===== src/rtl/ddr_bias_read_master_pkg.sv =====
// Shared constants, helper function and FSM state type for the bias DDR read master.
package ddr_bias_read_master_pkg;

  localparam int unsigned DDR_ADDR_LEN = 32;
  localparam int unsigned SINGLE_LEN   = 24;
  localparam int unsigned BUS_WIDTH    = 128;
  localparam int unsigned MAX_BURST    = 16;
  localparam int unsigned FIFO_DEPTH   = 64;
  localparam int unsigned LVL_LEN      = 7;

  function automatic int unsigned clogb2(input int unsigned value);
    int unsigned res;
    res = 0;
    for (int unsigned v = value - 1; v > 0; v = v >> 1) res = res + 1;
    return res;
  endfunction

  localparam int unsigned BUS_BYTES  = BUS_WIDTH / 8;
  localparam int unsigned AXI_SIZE   = clogb2(BUS_BYTES);
  localparam int unsigned PAGE_BYTES = 4096;
  localparam int unsigned PAGE_W     = clogb2(PAGE_BYTES);
  localparam int unsigned PAGE_BEATS = PAGE_BYTES / BUS_BYTES;
  localparam int unsigned PB_W       = clogb2(PAGE_BEATS) + 1;
  localparam int unsigned BEAT_W     = clogb2(MAX_BURST) + 1;
  localparam int unsigned OUT_W      = LVL_LEN;

  localparam logic [1:0] AXI_BURST_INCR = 2'b01;

  typedef enum logic [1:0] {
    ST_IDLE  = 2'd0,
    ST_CALC  = 2'd1,
    ST_ISSUE = 2'd2,
    ST_DRAIN = 2'd3
  } state_e;

endpackage


===== src/rtl/ddr_bias_read_master_if.sv =====
// AXI4 read-channel bundle between the bias read master and the DDR interconnect.
interface ddr_bias_read_master_if;
  import ddr_bias_read_master_pkg::*;

  logic [DDR_ADDR_LEN-1:0] m_axi_araddr;
  logic [7:0]              m_axi_arlen;
  logic [2:0]              m_axi_arsize;
  logic [1:0]              m_axi_arburst;
  logic                    m_axi_arvalid;
  logic                    m_axi_arready;
  logic [BUS_WIDTH-1:0]    m_axi_rdata;
  logic [1:0]              m_axi_rresp;
  logic                    m_axi_rlast;
  logic                    m_axi_rvalid;
  logic                    m_axi_rready;

  modport master (
    output m_axi_araddr, m_axi_arlen, m_axi_arsize, m_axi_arburst, m_axi_arvalid, m_axi_rready,
    input  m_axi_arready, m_axi_rdata, m_axi_rresp, m_axi_rlast, m_axi_rvalid
  );

  modport slave (
    input  m_axi_araddr, m_axi_arlen, m_axi_arsize, m_axi_arburst, m_axi_arvalid, m_axi_rready,
    output m_axi_arready, m_axi_rdata, m_axi_rresp, m_axi_rlast, m_axi_rvalid
  );

endinterface


===== src/rtl/ddr_burst_split.sv =====
// Next burst length: min(remaining beats, MAX_BURST, beats left in the current 4 KB page).
module ddr_burst_split
  import ddr_bias_read_master_pkg::*;
(
  input  logic [DDR_ADDR_LEN-1:0] i_addr,
  input  logic [SINGLE_LEN-1:0]   i_remaining,
  output logic [BEAT_W-1:0]       o_beats_c
);

  logic [PB_W-1:0]   w_page_beats;
  logic [BEAT_W-1:0] w_cap;
  logic              w_unused_addr;

  assign w_page_beats  = PB_W'(PAGE_BEATS) - PB_W'(i_addr[PAGE_W-1:AXI_SIZE]);
  assign w_unused_addr = ^{i_addr[DDR_ADDR_LEN-1:PAGE_W], i_addr[AXI_SIZE-1:0]};

  always_comb begin
    w_cap     = BEAT_W'(MAX_BURST);
    if (i_remaining < SINGLE_LEN'(MAX_BURST)) w_cap = BEAT_W'(i_remaining);
    o_beats_c = w_cap;
    if (w_page_beats < PB_W'(w_cap)) o_beats_c = BEAT_W'(w_page_beats);
  end

endmodule


===== src/rtl/ddr_bias_read_master.sv =====
// AXI4 read master feeding the bias DDR FIFO: splits a byte request into 4 KB-safe INCR bursts,
// issued only with guaranteed FIFO credit. Macro RRESP_CHECK_EN enables the sticky rresp error flag.
module ddr_bias_read_master
  import ddr_bias_read_master_pkg::*;
(
  input  logic                    clk,
  input  logic                    rst,
  input  logic                    ddr_conf,
  input  logic [DDR_ADDR_LEN-1:0] ddr_st_addr,
  input  logic [SINGLE_LEN-1:0]   ddr_len,
  ddr_bias_read_master_if.master  m_axi,
  output logic                    fifo_wr_en,
  output logic [BUS_WIDTH-1:0]    fifo_din,
  input  logic [LVL_LEN-1:0]      fifo_level,
  output logic                    busy,
  output logic                    done,
  output logic                    err
);

  localparam int unsigned LEN_W = SINGLE_LEN + 1;
  localparam int unsigned CW    = LVL_LEN + OUT_W + BEAT_W;

  state_e                  r_state;
  logic [DDR_ADDR_LEN-1:0] r_addr;
  logic [SINGLE_LEN-1:0]   r_remaining;
  logic [BEAT_W-1:0]       r_beats;
  logic [7:0]              r_arlen;
  logic                    r_arvalid;
  logic                    r_rready;
  logic                    r_busy;
  logic                    r_done;
  logic                    r_wr_en;
  logic [BUS_WIDTH-1:0]    r_din;
  logic [OUT_W-1:0]        r_outstanding;

  logic [DDR_ADDR_LEN-1:0] w_start_addr;
  logic [LEN_W-1:0]        w_len_round;
  logic [SINGLE_LEN-1:0]   w_total_beats;
  logic [SINGLE_LEN-1:0]   w_rem_next;
  logic [BEAT_W-1:0]       w_split_beats;
  logic [CW-1:0]           w_need;
  logic                    w_credit_ok;
  logic                    w_ar_hs;
  logic                    w_beat;
  logic                    w_conf_acc;
  logic                    w_unused;

  assign w_start_addr  = {ddr_st_addr[DDR_ADDR_LEN-1:AXI_SIZE], {AXI_SIZE{1'b0}}};
  assign w_len_round   = LEN_W'(ddr_len) + LEN_W'(BUS_BYTES - 1);
  assign w_total_beats = SINGLE_LEN'(w_len_round >> AXI_SIZE);
  assign w_rem_next    = r_remaining - SINGLE_LEN'(r_beats);
  assign w_conf_acc    = ddr_conf && (r_state == ST_IDLE) && !r_busy;
  assign w_ar_hs       = r_arvalid && m_axi.m_axi_arready;
  assign w_beat        = m_axi.m_axi_rvalid && r_rready;

  // One spare beat covers the up-to-one-cycle lag of fifo_level.
  assign w_need      = CW'(fifo_level) + CW'(r_outstanding) + CW'(r_beats) + CW'(1);
  assign w_credit_ok = (w_need <= CW'(FIFO_DEPTH));

  ddr_burst_split u_split (
    .i_addr      (r_addr),
    .i_remaining (r_remaining),
    .o_beats_c   (w_split_beats)
  );

  always_ff @(posedge clk) begin
    if (rst) begin
      r_state       <= ST_IDLE;
      r_addr        <= '0;
      r_remaining   <= '0;
      r_beats       <= '0;
      r_arlen       <= '0;
      r_arvalid     <= 1'b0;
      r_busy        <= 1'b0;
      r_done        <= 1'b0;
      r_outstanding <= '0;
    end else begin
      r_done <= 1'b0;
      if (w_ar_hs) r_outstanding <= r_outstanding + OUT_W'(r_beats) - OUT_W'(w_beat);
      else         r_outstanding <= r_outstanding - OUT_W'(w_beat);

      case (r_state)
        ST_IDLE: begin
          r_busy <= 1'b0;
          if (w_conf_acc) begin
            r_addr      <= w_start_addr;
            r_remaining <= w_total_beats;
            if (ddr_len == '0) begin
              r_done <= 1'b1;
            end else begin
              r_busy  <= 1'b1;
              r_state <= ST_CALC;
            end
          end
        end
        ST_CALC: begin
          r_beats <= w_split_beats;
          r_arlen <= 8'(w_split_beats - BEAT_W'(1));
          r_state <= ST_ISSUE;
        end
        ST_ISSUE: begin
          // Address/length stay frozen while arvalid is waiting for arready.
          if (!r_arvalid) begin
            if (w_credit_ok) r_arvalid <= 1'b1;
          end else if (m_axi.m_axi_arready) begin
            r_arvalid   <= 1'b0;
            r_addr      <= r_addr + (DDR_ADDR_LEN'(r_beats) << AXI_SIZE);
            r_remaining <= w_rem_next;
            r_state     <= (w_rem_next != '0) ? ST_CALC : ST_DRAIN;
          end
        end
        ST_DRAIN: begin
          if (r_outstanding == '0) begin
            r_done  <= 1'b1;
            r_state <= ST_IDLE;
          end
        end
        default: r_state <= ST_IDLE;
      endcase
    end
  end

  // Write path: every accepted beat lands in the FIFO one cycle later.
  always_ff @(posedge clk) begin
    if (rst) begin
      r_rready <= 1'b0;
      r_wr_en  <= 1'b0;
      r_din    <= '0;
    end else begin
      r_rready <= 1'b1;
      r_wr_en  <= w_beat;
      r_din    <= m_axi.m_axi_rdata;
    end
  end

`ifdef RRESP_CHECK_EN
  logic r_err;

  always_ff @(posedge clk) begin
    if (rst)                                          r_err <= 1'b0;
    else if (w_conf_acc)                              r_err <= 1'b0;
    else if (w_beat && (m_axi.m_axi_rresp != 2'b00)) r_err <= 1'b1;
  end

  assign err      = r_err;
  assign w_unused = ^{ddr_st_addr[AXI_SIZE-1:0], m_axi.m_axi_rlast};
`else
  assign err      = 1'b0;
  assign w_unused = ^{ddr_st_addr[AXI_SIZE-1:0], m_axi.m_axi_rlast, m_axi.m_axi_rresp};
`endif

  assign m_axi.m_axi_araddr  = r_addr;
  assign m_axi.m_axi_arlen   = r_arlen;
  assign m_axi.m_axi_arsize  = 3'(AXI_SIZE);
  assign m_axi.m_axi_arburst = AXI_BURST_INCR;
  assign m_axi.m_axi_arvalid = r_arvalid;
  assign m_axi.m_axi_rready  = r_rready;
  assign fifo_wr_en          = r_wr_en;
  assign fifo_din            = r_din;
  assign busy                = r_busy;
  assign done                = r_done;

endmodule


===== src/flat_wrapper.sv =====
// flat-port wrapper written by rule: the top's interface ports become plain ports
module ddr_bias_read_master_flat import ddr_bias_read_master_pkg::*;
  (clk, rst, ddr_conf, ddr_st_addr, ddr_len, fifo_wr_en, fifo_din, fifo_level, busy, done, err, m_axi_m_axi_araddr, m_axi_m_axi_arlen, m_axi_m_axi_arsize, m_axi_m_axi_arburst, m_axi_m_axi_arvalid, m_axi_m_axi_rready, m_axi_m_axi_arready, m_axi_m_axi_rdata, m_axi_m_axi_rresp, m_axi_m_axi_rlast, m_axi_m_axi_rvalid);
  ddr_bias_read_master_if m_axi_i ();
  input  logic clk;
  input  logic rst;
  input  logic ddr_conf;
  input  logic [DDR_ADDR_LEN-1:0] ddr_st_addr;
  input  logic [SINGLE_LEN-1:0] ddr_len;
  output logic fifo_wr_en;
  output logic [BUS_WIDTH-1:0] fifo_din;
  input  logic [LVL_LEN-1:0] fifo_level;
  output logic busy;
  output logic done;
  output logic err;
  output wire logic [$bits(m_axi_i.m_axi_araddr)-1:0] m_axi_m_axi_araddr;
  output wire logic [$bits(m_axi_i.m_axi_arlen)-1:0] m_axi_m_axi_arlen;
  output wire logic [$bits(m_axi_i.m_axi_arsize)-1:0] m_axi_m_axi_arsize;
  output wire logic [$bits(m_axi_i.m_axi_arburst)-1:0] m_axi_m_axi_arburst;
  output wire logic [$bits(m_axi_i.m_axi_arvalid)-1:0] m_axi_m_axi_arvalid;
  output wire logic [$bits(m_axi_i.m_axi_rready)-1:0] m_axi_m_axi_rready;
  input wire logic [$bits(m_axi_i.m_axi_arready)-1:0] m_axi_m_axi_arready;
  input wire logic [$bits(m_axi_i.m_axi_rdata)-1:0] m_axi_m_axi_rdata;
  input wire logic [$bits(m_axi_i.m_axi_rresp)-1:0] m_axi_m_axi_rresp;
  input wire logic [$bits(m_axi_i.m_axi_rlast)-1:0] m_axi_m_axi_rlast;
  input wire logic [$bits(m_axi_i.m_axi_rvalid)-1:0] m_axi_m_axi_rvalid;
  assign m_axi_m_axi_araddr = m_axi_i.m_axi_araddr;
  assign m_axi_m_axi_arlen = m_axi_i.m_axi_arlen;
  assign m_axi_m_axi_arsize = m_axi_i.m_axi_arsize;
  assign m_axi_m_axi_arburst = m_axi_i.m_axi_arburst;
  assign m_axi_m_axi_arvalid = m_axi_i.m_axi_arvalid;
  assign m_axi_m_axi_rready = m_axi_i.m_axi_rready;
  assign m_axi_i.m_axi_arready = m_axi_m_axi_arready;
  assign m_axi_i.m_axi_rdata = m_axi_m_axi_rdata;
  assign m_axi_i.m_axi_rresp = m_axi_m_axi_rresp;
  assign m_axi_i.m_axi_rlast = m_axi_m_axi_rlast;
  assign m_axi_i.m_axi_rvalid = m_axi_m_axi_rvalid;
  ddr_bias_read_master u_core (.clk(clk), .rst(rst), .ddr_conf(ddr_conf), .ddr_st_addr(ddr_st_addr), .ddr_len(ddr_len), .m_axi(m_axi_i), .fifo_wr_en(fifo_wr_en), .fifo_din(fifo_din), .fifo_level(fifo_level), .busy(busy), .done(done), .err(err));
endmodule

===== config.mk =====
export PLATFORM = sky130hd
export DESIGN_NAME = ddr_bias_read_master_flat
export DESIGN_NICKNAME = d
export VERILOG_FILES = /design/src/rtl/ddr_bias_read_master_pkg.sv /design/src/rtl/ddr_bias_read_master_if.sv /design/src/rtl/ddr_burst_split.sv /design/src/rtl/ddr_bias_read_master.sv /design/src/flat_wrapper.sv
export SDC_FILE = /design/constraint.sdc
export NUM_CORES = 1
export LEC_CHECK = 0
export CAP_MARGIN = 20
export CORE_MARGIN = 2
export CORE_UTILIZATION = 35
export CTS_CLUSTER_DIAMETER = 30
export CTS_CLUSTER_SIZE = 20
export DETAILED_ROUTE_END_ITERATION = 7
export MAX_ROUTING_LAYER = met4
export PLACE_DENSITY = 0.65
export SKIP_CTS_REPAIR_TIMING = 1
export SLEW_MARGIN = 20
export SYNTH_ARGS = -nofsm -noshare
export SYNTH_HDL_FRONTEND = slang
export SYNTH_SLANG_ARGS = --single-unit

===== constraint.sdc =====
create_clock -name clk -period 8 [get_ports clk]
set_clock_uncertainty 0.15 [all_clocks]
set_input_delay 1.2 -clock clk [delete_from_list [all_inputs] [get_ports clk]]
set_output_delay 1.2 -clock clk [all_outputs]
set_load 0.02 [all_outputs]

=== Word-level counts from Yosys, hierarchy flattened ===
Index checks and enable logic that the tools add are counted.

* Bits in registers: 211
* Output and inout port bits: 179
* Logic and storage cells: 74
* Input port bits: 199

* Add/sub/neg operators: 11
* Multiplexer cells: 28
* Order comparisons: 3
* Eq/ne operators: 8
* Reductions and logical operators: 12

{| class="wikitable"
|+ Operator list
! operator !! count
|-
| 32-bit 2-to-1 mux || 3
|-
| 24-bit 2-to-1 mux || 3
|-
| 32-bit case mux with 2 select lines || 1
|-
| 24-bit case mux with 2 select lines || 1
|-
| 32-bit by 9-bit adder with 32-bit output || 1
|-
| 24-bit by 4-bit adder with 25-bit output (second input constant) || 1
|-
| 24-bit logical NOT || 1
|-
| 24-bit by 5-bit less-than comparator with 1-bit output (second input constant) || 1
|-
| 24-bit nonzero test || 1
|-
| 24-bit by 5-bit subtractor with 24-bit output || 1
|-
| 19-bit by 1-bit adder with 19-bit output (second input constant) || 1
|-
| 19-bit by 5-bit adder with 19-bit output || 1
|-
| 19-bit by 7-bit <= comparator with 1-bit output (second input constant) || 1
|-
| 7-bit by 1-bit subtractor with 7-bit output || 2
|-
| 2-bit 2-to-1 mux || 6
|-
| 5-bit 2-to-1 mux || 2
|-
| 9-bit by 5-bit less-than comparator with 1-bit output || 1
|-
| 1-bit 2-to-1 mux || 9
|-
| 9-bit by 8-bit subtractor with 9-bit output (first input constant) || 1
|-
| 7-bit by 7-bit adder with 8-bit output || 1
|-
| 2-bit case mux with 4 select lines || 1
|-
| 7-bit by 5-bit adder with 7-bit output || 1
|-
| 7-bit logical NOT || 1
|-
| 7-bit 2-to-1 mux || 1
|-
| other kinds (12) || 19
|}

=== Longest topological paths before layout ===
Gate-level depths: netlist of the first run.

* Word-level depth: 6
* Gate-level depth with buffers: 18
* Depth with buffers taken out: 15

=== Cells and area by module ===
From an unflattened synthesis of the first run, not the netlist that was laid out.

* Cell total of the unflattened synthesis: 1060
* Area total of the unflattened synthesis: 9738.1 um^2

{| class="wikitable"
|+ Modules (own cells, without submodules)
! module !! seq. area each (um^2) !! times used !! cells an instance !! area each (um^2)
|-
| ddr_bias_read_master || 4103.9 || 1 || 1010 || 9367.7
|-
| ddr_burst_split || 0.0 || 1 || 50 || 370.4
|}

=== Worst setup path before layout of the first run ===
Ideal clock, no wire load.

* Kind: reg-to-reg
* Start point: register u_core.r_remaining[8]
* End point: register u_core.r_arlen[2], in the netlist u_core.m_axi.m_axi_arlen[2]
* Stages on the path, launching flop included: 19
* Slack: 3782 ps
* Data required time: 7792 ps
* Arrival: 4010 ps
* Path buffers: 3
* Period minus slack after synthesis: 4218 ps
* Library setup time: 58 ps
* Cells stage by stage: dfxtp_1 -> buf_6 -> or4_4 -> buf_6 -> nor4b_4 -> and2_2 -> buf_2 -> nand2_1 -> ha_1 -> a211oi_1 -> o2111ai_1 -> a21oi_2 -> nand2_4 -> mux2_2 -> ha_1 -> nor3_1 -> inv_1 -> o32a_2 -> nand2_1

* Word-level cells in the longest chain between the ends: 5

{| class="wikitable"
|+ RTL lines
! element !! RTL line !! text
|-
| start: declaration || ddr_bias_read_master.sv:25 || <nowiki>logic [SINGLE_LEN-1:0] r_remaining;</nowiki>
|-
| start signal: assignment || ddr_bias_read_master.sv:87 || <nowiki>r_remaining <= w_total_beats;</nowiki>
|-
| start signal: assignment || ddr_bias_read_master.sv:108 || <nowiki>r_remaining <= w_rem_next;</nowiki>
|-
| 24-bit by 5-bit less-than comparator with 1-bit output (*) || ddr_burst_split.sv:19 || <nowiki>if (i_remaining < SINGLE_LEN'(MAX_BURST)) w_cap = BEAT_W'(i_remaining);</nowiki>
|-
| 5-bit 2-to-1 mux (*) || ddr_burst_split.sv:19 ||
|-
| 9-bit by 5-bit less-than comparator with 1-bit output || ddr_burst_split.sv:21 || <nowiki>if (w_page_beats < PB_W'(w_cap)) o_beats_c = BEAT_W'(w_page_beats);</nowiki>
|-
| 5-bit 2-to-1 mux (*) || ddr_burst_split.sv:21 ||
|-
| 5-bit by 1-bit subtractor with 6-bit output (*) || ddr_bias_read_master.sv:98 || <nowiki>r_arlen <= 8'(w_split_beats - BEAT_W'(1));</nowiki>
|-
| end signal: assignment || ddr_bias_read_master.sv:98 ||
|-
| end: declaration || ddr_bias_read_master.sv:27 || <nowiki>logic [7:0] r_arlen;</nowiki>
|}

Mark *: on every way between the ends. The rest lies on a longest branch, timed or not.
A chain may end at the register's enable or synchronous reset.

=== Final worst setup path of the first run ===
* Start point: register u_core.r_remaining[8]
* End point: register u_core.r_arlen[4], in the netlist u_core.m_axi.m_axi_arlen[4]

The elaborated chain is that of the path after synthesis.

==> reports/metrics.yaml, run 1 <==
status: "completed"
ys_warn_count: 0
synth-seq-cells: 205
num_antenna_cells: 0
hold_depth: 2
hold_path_end: "u_core.r_remaining[4]"
ctsLongestPathBuffers: 3
routedWlPerCell_um: 17.4
die_w_um: 173
drt_iter0_markers: 574
ctsRootBufferMaster: "clkbuf_16"
synth-main-ff-cell: "dfxtp_1"
worstPathRequired_ns: 8.28
endpoint_kind: "register"
area_delta_synth_final_pct: 58.7
pwr-share-clk: 0.415
worst_path_most_repeated_cell: "ha_1"
finalCritPeriodShare: 0.590
synth_top_family_by_area: "simple AND/OR/NAND/NOR gates"
maxCapViolations: 0
final.setup.tns_ns: 0
p_int_w: 0.00363
synth-simple-area-share: 0.253
regToRegSetupSlack_ns: 3.28
p_leak_nw: 6.09
synth_cells: 1125
clock_latency_ns: 0.54
worstMarginPinSlew_ns: 1.00
vias_per_cell: 5.00
synthAdderAreaFrac: 0.0659
hp-class: "register to register"
power.switching_w: 0.00194
grt_pass1_wl_mm: 52.3
drive_above_1_share: 0.0804
clk_pin_slew_ns: 0.04
cp_slowest_cell: "or4_4"
grt_pass1_vias: 9261
synth_mux_area_frac: 0.0204
yosysSeqAreaShare: 0.413
slowest_delay_ns: 0.64
worstPathArrival_ns: 5.00
synth_compound_area_frac: 0.161
maxSlewViolCount: 0
critPathMaxFanout: 10
vdd_drop_max_mv: 0.179
final_nets: 1733
grt_overflow: 0
vias: 9546
startpoint_type: "register"
grt_max_degree: 107
r2r_start: "u_core.r_remaining[8]"
postSynthAreaPerCell_um2: 8.84
tritoncts: "done"
clock.fmax_mhz: 212
async_flop_share: 0
p_seq_frac: 0.242
finalSetupViolCount: 0
drtPass1Iterations: 5
crit_chain: "or4_4 > nor4b_4 > and2_2 > nand2_1 > ha_1 > a211oi_1 > o2111ai_1 > a21oi_2 > nand2_4 > mux2_2 > ha_1 > nor3b_1 > xor2_1 > nor2_1 > o32ai_1"
portBuffers: 360
powerDensity_nw_per_um2: 353
netSwitchingFraction: 0.349
synthXorXnorAreaFrac: 0.0352
hold_violations: 0
ant_nets: 0
fp.dieH_um: 173
clock_sinks: 205
min_period_ns: 4.72
wl_mm: 33.2
rsz0062_at_grt: "no"
ff2ff_path_depth: 15
gp_congestion: 0.902
antenna_found_initial: 0
post-route-util: 0.567
worstReg2RegEnd: "u_core.m_axi.m_axi_arlen[4]"
fin_total_pwr_w: 0.00558
coreArea_um2: 27900
timing_worst_setup_path_type: "register to register"
grt_util_all_layers: 0.222
htreeDepth: 2
syn_area_um2: 9940
die_area_um2: 29800
relSlewSlack: 0.330
hp-start: "u_core.r_remaining[4]"
num_io_pins: 378
route.detailed.drc: 0
hpwl_mm: 23.9
pwr-share-comb: 0.343
cts-buffers-inserted: 54
yosys.cell_types.count: 79
rows: 61
initial_core_util: 0.357
synth_enable_flop_cells: 0
through the flow:
stage	setup slack [ns]	instances	hold slack, ns	instance area, µm²
2_1_floorplan	3.78	1133	0.299	9970
6_report	3.28	1908	0.323	15800
3_5_place_dp	3.36	1806	0.320	13800
4_1_cts	3.28	1908	0.325	15800
3_3_place_gp	3.32	1806	0.316	13800
5_1_grt	2.87	1908	0.353	15800
cells in the mapped netlist (11+ instances only):
library cell  count  area share
nand2_1          69       0.026
buf_4            12      0.0091
nor3_1           32       0.016
ha_1             46       0.058
or3_1            11      0.0069
xnor2_1          23       0.020
nor2_1           68       0.026
inv_1            46       0.017
a21oi_1          46       0.023
nor2b_1         137       0.086
clkbuf_1         50       0.019
o21ai_0          42       0.021
xor2_1           17       0.015
a21o_1           11      0.0083
and3_1           12      0.0075
a22oi_1          11      0.0083
nor4_1           21       0.013
dfxtp_1         205        0.41
nand3_1          33       0.017
mux2i_1          18       0.018
a31oi_1          11      0.0069
o21a_1           14       0.011
nand4_1          14      0.0088
a211oi_1         28       0.021
worst max path at each step:
stage                                        endpoint  cells past startpoint             startpoint  slack [ns]
final                     u_core.m_axi.m_axi_arlen[4]                     15  u_core.r_remaining[8]        3.28
after global placement         u_core.r_remaining[12]                      7    m_axi_m_axi_arready        3.32
after floorplan           u_core.m_axi.m_axi_arlen[2]                     18  u_core.r_remaining[8]        3.78
after detailed placement  u_core.m_axi.m_axi_arlen[4]                     15  u_core.r_remaining[8]        3.36
after global routing      u_core.m_axi.m_axi_arlen[4]                     15  u_core.r_remaining[8]        2.87
after CTS                 u_core.m_axi.m_axi_arlen[4]                     15  u_core.r_remaining[8]        3.28
placed cells by master, fill, tap and decap left out, types with 12 or more instances in the layout:
cell type,n
nand2_1,69
clkdlybuf4s50_1,359
nor2_1,68
xnor2_1,23
ha_1,45
and3_1,12
a21oi_1,46
nand4_1,14
nor2b_1,137
o21ai_0,42
a211oi_1,28
clkbuf_16,56
mux2i_1,18
o21a_1,14
xor2_1,17
nor4_1,21
inv_1,46
dfxtp_1,205
nor3_1,32
nand3_1,33
per-layer routing:
metal  share of wire  global-route usage  vias to the layer above
met5               0                   -                        -
met4           0.019              0.0595                        0
met3           0.051              0.0369                       55
met2            0.50               0.382                      316
met1            0.43               0.270                     4454
li1                -                   -                     4721
power by group through the flow:
stage / clock network [W] / registers (W) / logic, W
after floorplan: 0 / 0.00142 / 0.00119
after global placement: 0 / 0.00136 / 0.00186
after detailed placement: 0 / 0.00137 / 0.00188
after CTS: 0.00234 / 0.00135 / 0.00191
after global routing: 0.00240 / 0.00138 / 0.00210
final: 0.00232 / 0.00135 / 0.00191
registers in the layout, indices dropped and copies added, names as in the netlist:
register	count
u_core.done	1
u_core.m_axi.m_axi_rready	1
u_core.fifo_wr_en	1
u_core.m_axi.m_axi_araddr	28
u_core.m_axi.m_axi_arlen	6
u_core.r_remaining	24
u_core.busy	1
u_core.m_axi.m_axi_arvalid	1
u_core.r_outstanding	7
u_core.r_beats	5
u_core.r_state	2
u_core.fifo_din	128
critical path, delay by kind of cell, from the launching register on:
kind | cells | cell delay [ns]
fa+ha+maj | 2 | 0.43
compound gates | 4 | 1.07
flops | 1 | 0.39
mux | 1 | 0.29
simple gates | 7 | 2.09
xor+xnor | 1 | 0.18
layout make-up:
type | count | area (µm²)
Clock buffer | 73 | 1570
Clock inverter | 29 | 433
Fill cell | 2458 | 12100
Inverter | 46 | 173
Multi-Input combinational cell | 809 | 5370
Sequential cell | 205 | 4100
Tap cell | 378 | 473
Timing Repair Buffer | 368 | 3660
kinds of logic after synthesis:
family | Yosys count
AO/OA/AOI/OAI | 236
flip-flops | 205
XOR/XNOR | 40
adder cells (fa/ha/maj) | 50
other | 2
AND/OR/NAND/NOR | 453
multiplexers | 20
buffers and inverters | 119
Note: power is estimated with default switching activity, not from simulation.
==> run 2, diff against run 1 <==
- PLACE_DENSITY: 0.65 -> 0.68
- clock period: 8 -> 3.9 ns (I/O delays scaled with it)
==> reports/metrics.yaml, run 2 (synthesis gave the netlist of run 1 again) <==
status: "completed"
netSwitchingFraction: 0.352
initial_core_util: 0.357
ctsRootBufferMaster: "clkbuf_16"
wl_mm: 33.4
rows: 61
grt_pass1_vias: 9413
powerDensity_nw_per_um2: 728
p_seq_frac: 0.237
vias: 9795
worstMarginPinSlew_ns: 1.03
p_leak_nw: 6.20
finalCritPeriodShare: 0.978
maxSlewViolCount: 0
clk_pin_slew_ns: 0.05
hold_violations: 0
grt_overflow: 0
antenna_found_initial: 1
gp_congestion: 0.893
min_period_ns: 3.82
pwr-share-comb: 0.374
final_common_cell: "clkdlybuf4s50_1"
final_cell_mix: "clkdlybuf4s50_1, dfxtp_1, nor2b_1"
whs_ns: 0.172
fp.dieH_um: 173
slowest_delay_ns: 0.56
finalSetupViolCount: 0
clock_sinks: 205
pwr-share-clk: 0.389
drtPass1Iterations: 5
htreeDepth: 2
p_int_w: 0.00752
crit_chain: "or4_4 > nor4b_4 > and2_4 > nand2_4 > ha_4 > a211oi_4 > o2111ai_2 > a21oi_2 > nand2_4 > mux2_4 > ha_4 > nor3_4 > inv_1 > o32a_2 > nand2_1"
portBuffers: 360
route.detailed.drc: 0
dp_cells: 1826
num_io_pins: 378
die_area_um2: 29800
largest_reg_flops: 128
startpoint_type: "register"
routedWlPerCell_um: 17.4
endpoint_kind: "register"
power.switching_w: 0.00409
die_w_um: 173
drt_iter0_markers: 547
area_delta_synth_final_pct: 60.2
ant_nets: 0
ctsLongestPathBuffers: 3
critPathMaxFanout: 4
grt_pass1_wl_mm: 52.1
grt_util_all_layers: 0.221
coreArea_um2: 27900
final_nets: 1752
maxCapViolations: 0
vdd_drop_max_mv: 0.328
worstPathRequired_ns: 4.22
drive_above_1_share: 0.100
fill_cells: 2398
cp_slowest_cell: "or4_4"
worstPathArrival_ns: 4.14
grt_max_degree: 99
hp-class: "primary input to register"
hpwl_mm: 24.1
clock.fmax_mhz: 262
cts-buffers-inserted: 49
finalNonFillerCells: 1922
timing_worst_setup_path_type: "register to register"
tritoncts: "done"
vias_per_cell: 5.10
clock_latency_ns: 0.53
relSlewSlack: 0.312
## run 2: stage by stage
step                      setup WS [ns]  utilization  total power (W)  TNS [ns]  cell area, µm²
after floorplan                 -0.0298            -          0.00544   -0.0298           10000
after global routing           -0.00922        0.572           0.0122   -0.0141           15900
after detailed placement         0.0605        0.502          0.00690         0           14000
after global placement            0.130        0.502          0.00682         0           14000
after CTS                        0.0972        0.568           0.0115         0           15800
final                            0.0843        0.572           0.0116         0           15900
## run 2: path summary, 6_finish.rpt
check	end	cells after the start	startpoint	slack, ns
worst min-delay path	u_core.m_axi.m_axi_araddr[7]	2	rst	0.17
worst min register to register	u_core.r_remaining[4]	2	u_core.r_remaining[4]	0.33
worst max register to register	u_core.m_axi.m_axi_arlen[2]	15	u_core.r_remaining[11]	0.08
worst max-delay path	u_core.m_axi.m_axi_arlen[2]	15	u_core.r_remaining[11]	0.08
## run 2: cell type report
class	instances	area (µm²)	share of cell area
Clock inverter	33	518	0.0325
Tap cell	378	473	0.0297
Timing Repair Buffer	392	3850	0.242
Antenna cell	1	2.50	0.000157
Multi-Input combinational cell	809	5490	0.345
Sequential cell	205	4110	0.258
Clock buffer	58	1320	0.0828
Inverter	46	173	0.0108
## run 2: critical path: cells and delay by family (launching register included)
family | cells | cell delay [ns]
flip-flops | 1 | 0.31
AND/OR/NAND/NOR | 7 | 1.59
buffers and inverters | 1 | 0.06
AO/OA/AOI/OAI | 4 | 0.94
multiplexers | 1 | 0.32
adder cells (fa/ha/maj) | 2 | 0.38
## run 2: metal layers
layer / vias up / routed length (µm) / GRT usage
li1: 4743 / - / -
met1: 4534 / 13700 / 0.262
met2: 438 / 16200 / 0.370
met3: 80 / 2520 / 0.0504
met4: 0 / 1020 / 0.0755
met5: - / 0 / -
## run 2: power groups by stage
| stage | combinational, W | clock, W | sequential (W) |
|---|---|---|---|
| 2_1_floorplan | 0.00252 | 0 | 0.00292 |
| 3_3_place_gp | 0.00405 | 0 | 0.00277 |
| 3_5_place_dp | 0.00412 | 0 | 0.00278 |
| 4_1_cts | 0.00416 | 0.00457 | 0.00274 |
| 5_1_grt | 0.00473 | 0.00470 | 0.00279 |
| 6_report | 0.00434 | 0.00451 | 0.00275 |
==> run 3, diff against run 2 <==
- CORE_MARGIN: 2 -> 8
- DONT_BUFFER_PORTS: not set -> 1
- PLACE_DENSITY: 0.68 -> 0.5
==> reports/metrics.yaml, run 3 (synthesis gave the netlist of run 1 again) <==
grt_pass1_vias: 8112
finalCritPeriodShare: 0.959
min_period_ns: 3.74
cpLargestDelayFamily: "simple AND/OR/NAND/NOR gates"
area_delta_synth_final_pct: 21.9
r2r_start: "u_core.r_remaining[11]"
worstPathRequired_ns: 4.21
final_nets: 1393
grt_overflow: 0
clk_pin_slew_ns: 0.05
finalNonFillerCells: 1563
hold_path_end: "u_core.fifo_din[4]"
vias: 8215
grt_pass1_wl_mm: 47.7
ctsRootBufferMaster: "clkbuf_16"
drtPass1Iterations: 5
vias_per_cell: 5.26
final_cell_mix: "dfxtp_1, nor2b_1, nor2_1, nand2_1, clkbuf_16"
routedWlPerCell_um: 20.7
initial_core_util: 0.357
hold_depth: 1
coreArea_um2: 27900
critPathMaxFanout: 8
final_common_cell: "dfxtp_1"
drive_above_1_share: 0.124
drt_iter0_markers: 427
die_w_um: 185
relSlewSlack: 0.432
dp_cells: 1472
fp.dieH_um: 185
worst_path_most_repeated_cell: "nand2_1"
htreeDepth: 2
die_area_um2: 34100
route.detailed.drc: 0
regToRegSetupSlack_ns: 0.16
finalSetupViolCount: 0
gp_congestion: 0.832
wl_mm: 32.4
worstPathArrival_ns: 4.05
rows: 61
num_io_pins: 378
maxCapViolations: 0
vdd_drop_max_mv: 0.319
post-route-util: 0.435
status: "completed"
grt_max_degree: 205
cp_slowest_cell: "or4_4"
powerDensity_nw_per_um2: 860
crit_chain: "or4_4 > nor4b_4 > buf_4 > and2_4 > nand2_1 > ha_2 > a211oi_2 > o2111ai_2 > a21oi_2 > nand2_4 > mux2_4 > ha_4 > nor3_4 > inv_1 > o32a_2 > nand2_1"
p_leak_nw: 4.74
startpoint_type: "register"
final.setup.tns_ns: 0
portBuffers: 0
fill_cells: 2675
clock.fmax_mhz: 267
hp-start: "m_axi_m_axi_rdata[4]"
slowest_delay_ns: 0.56
endpoint_kind: "register"
clock_latency_ns: 0.52
clock_sinks: 205
tritoncts: "done"
largest_reg_flops: 128
timing_worst_setup_path_type: "register to register"
worstMarginPinSlew_ns: 0.844
ant_nets: 0
hp-class: "primary input to register"
maxSlewViolCount: 0
hold_violations: 0
ff2ff_path_depth: 16
antenna_found_initial: 5
rsz0062_at_grt: "yes"
hpwl_mm: 24.2
critPathBufInv: 2
ctsLongestPathBuffers: 3
grt_util_all_layers: 0.183
worstReg2RegEnd: "u_core.m_axi.m_axi_arlen[2]"
cts-buffers-inserted: 47
run 3: worst max-delay path by stage:
stage | slack [ns] | startpoint | cells after the start | to
after floorplan | -0.03 | u_core.r_remaining[9] | 17 | u_core.m_axi.m_axi_arlen[2]
after global placement | 0.21 | u_core.r_remaining[11] | 16 | u_core.m_axi.m_axi_arlen[2]
after detailed placement | 0.18 | u_core.r_remaining[11] | 16 | u_core.m_axi.m_axi_arlen[2]
after CTS | 0.18 | u_core.r_remaining[11] | 16 | u_core.m_axi.m_axi_arlen[4]
after global routing | -0.05 | u_core.r_remaining[11] | 16 | u_core.m_axi.m_axi_arlen[2]
final | 0.16 | u_core.r_remaining[11] | 16 | u_core.m_axi.m_axi_arlen[2]
run 3: final cells by class:
type | count | area [µm²] | area share
Antenna cell | 3 | 7.51 | 0.000619
Sequential cell | 205 | 4110 | 0.339
Timing Repair Buffer | 35 | 265 | 0.0219
Clock buffer | 58 | 1290 | 0.106
Tap cell | 378 | 473 | 0.0390
Multi-Input combinational cell | 809 | 5460 | 0.450
Clock inverter | 29 | 357 | 0.0294
Inverter | 46 | 173 | 0.0142
run 3: metal layers:
metal,GRT usage,vias up,wire [µm]
li1,-,4027,-
met1,0.212,3804,13100
met2,0.299,339,15700
met3,0.0565,45,2950
met4,0.0578,0,623
met5,-,-,0
run 3: power breakdown:
group | switching [W] | total [W] | internal [W]
clock network | 0.00127 | 0.00398 | 0.00271
logic | 0.00204 | 0.00344 | 0.00140
registers | 0.000600 | 0.00300 | 0.00240
total | 0.00392 | 0.0104 | 0.00651
run 3: worst reg2reg max path: stages (launching register included):
cell and delay, ns:
dfxtp_1 0.31, or4_4 0.56, nor4b_4 0.21, buf_4 0.17
and2_4 0.20, nand2_1 0.09, ha_2 0.20, a211oi_2 0.21
o2111ai_2 0.13, a21oi_2 0.25, nand2_4 0.08, mux2_4 0.32
ha_4 0.18, nor3_4 0.19, inv_1 0.06, o32a_2 0.31
nand2_1 0.06
run 3: metrics by stage:
step / worst slack [ns] / hold WS [ns] / instance area (µm²) / total power (W)
global placement: 0.210 / 0.312 / 10400 / 0.00644
CTS: 0.177 / -0.0216 / 12100 / 0.0105
detailed placement: 0.176 / 0.315 / 10400 / 0.00645
finish: 0.158 / 0.0357 / 12100 / 0.0104
floorplan: -0.0298 / 0.299 / 10000 / 0.00544
global route: -0.0495 / 0.0102 / 12100 / 0.0111
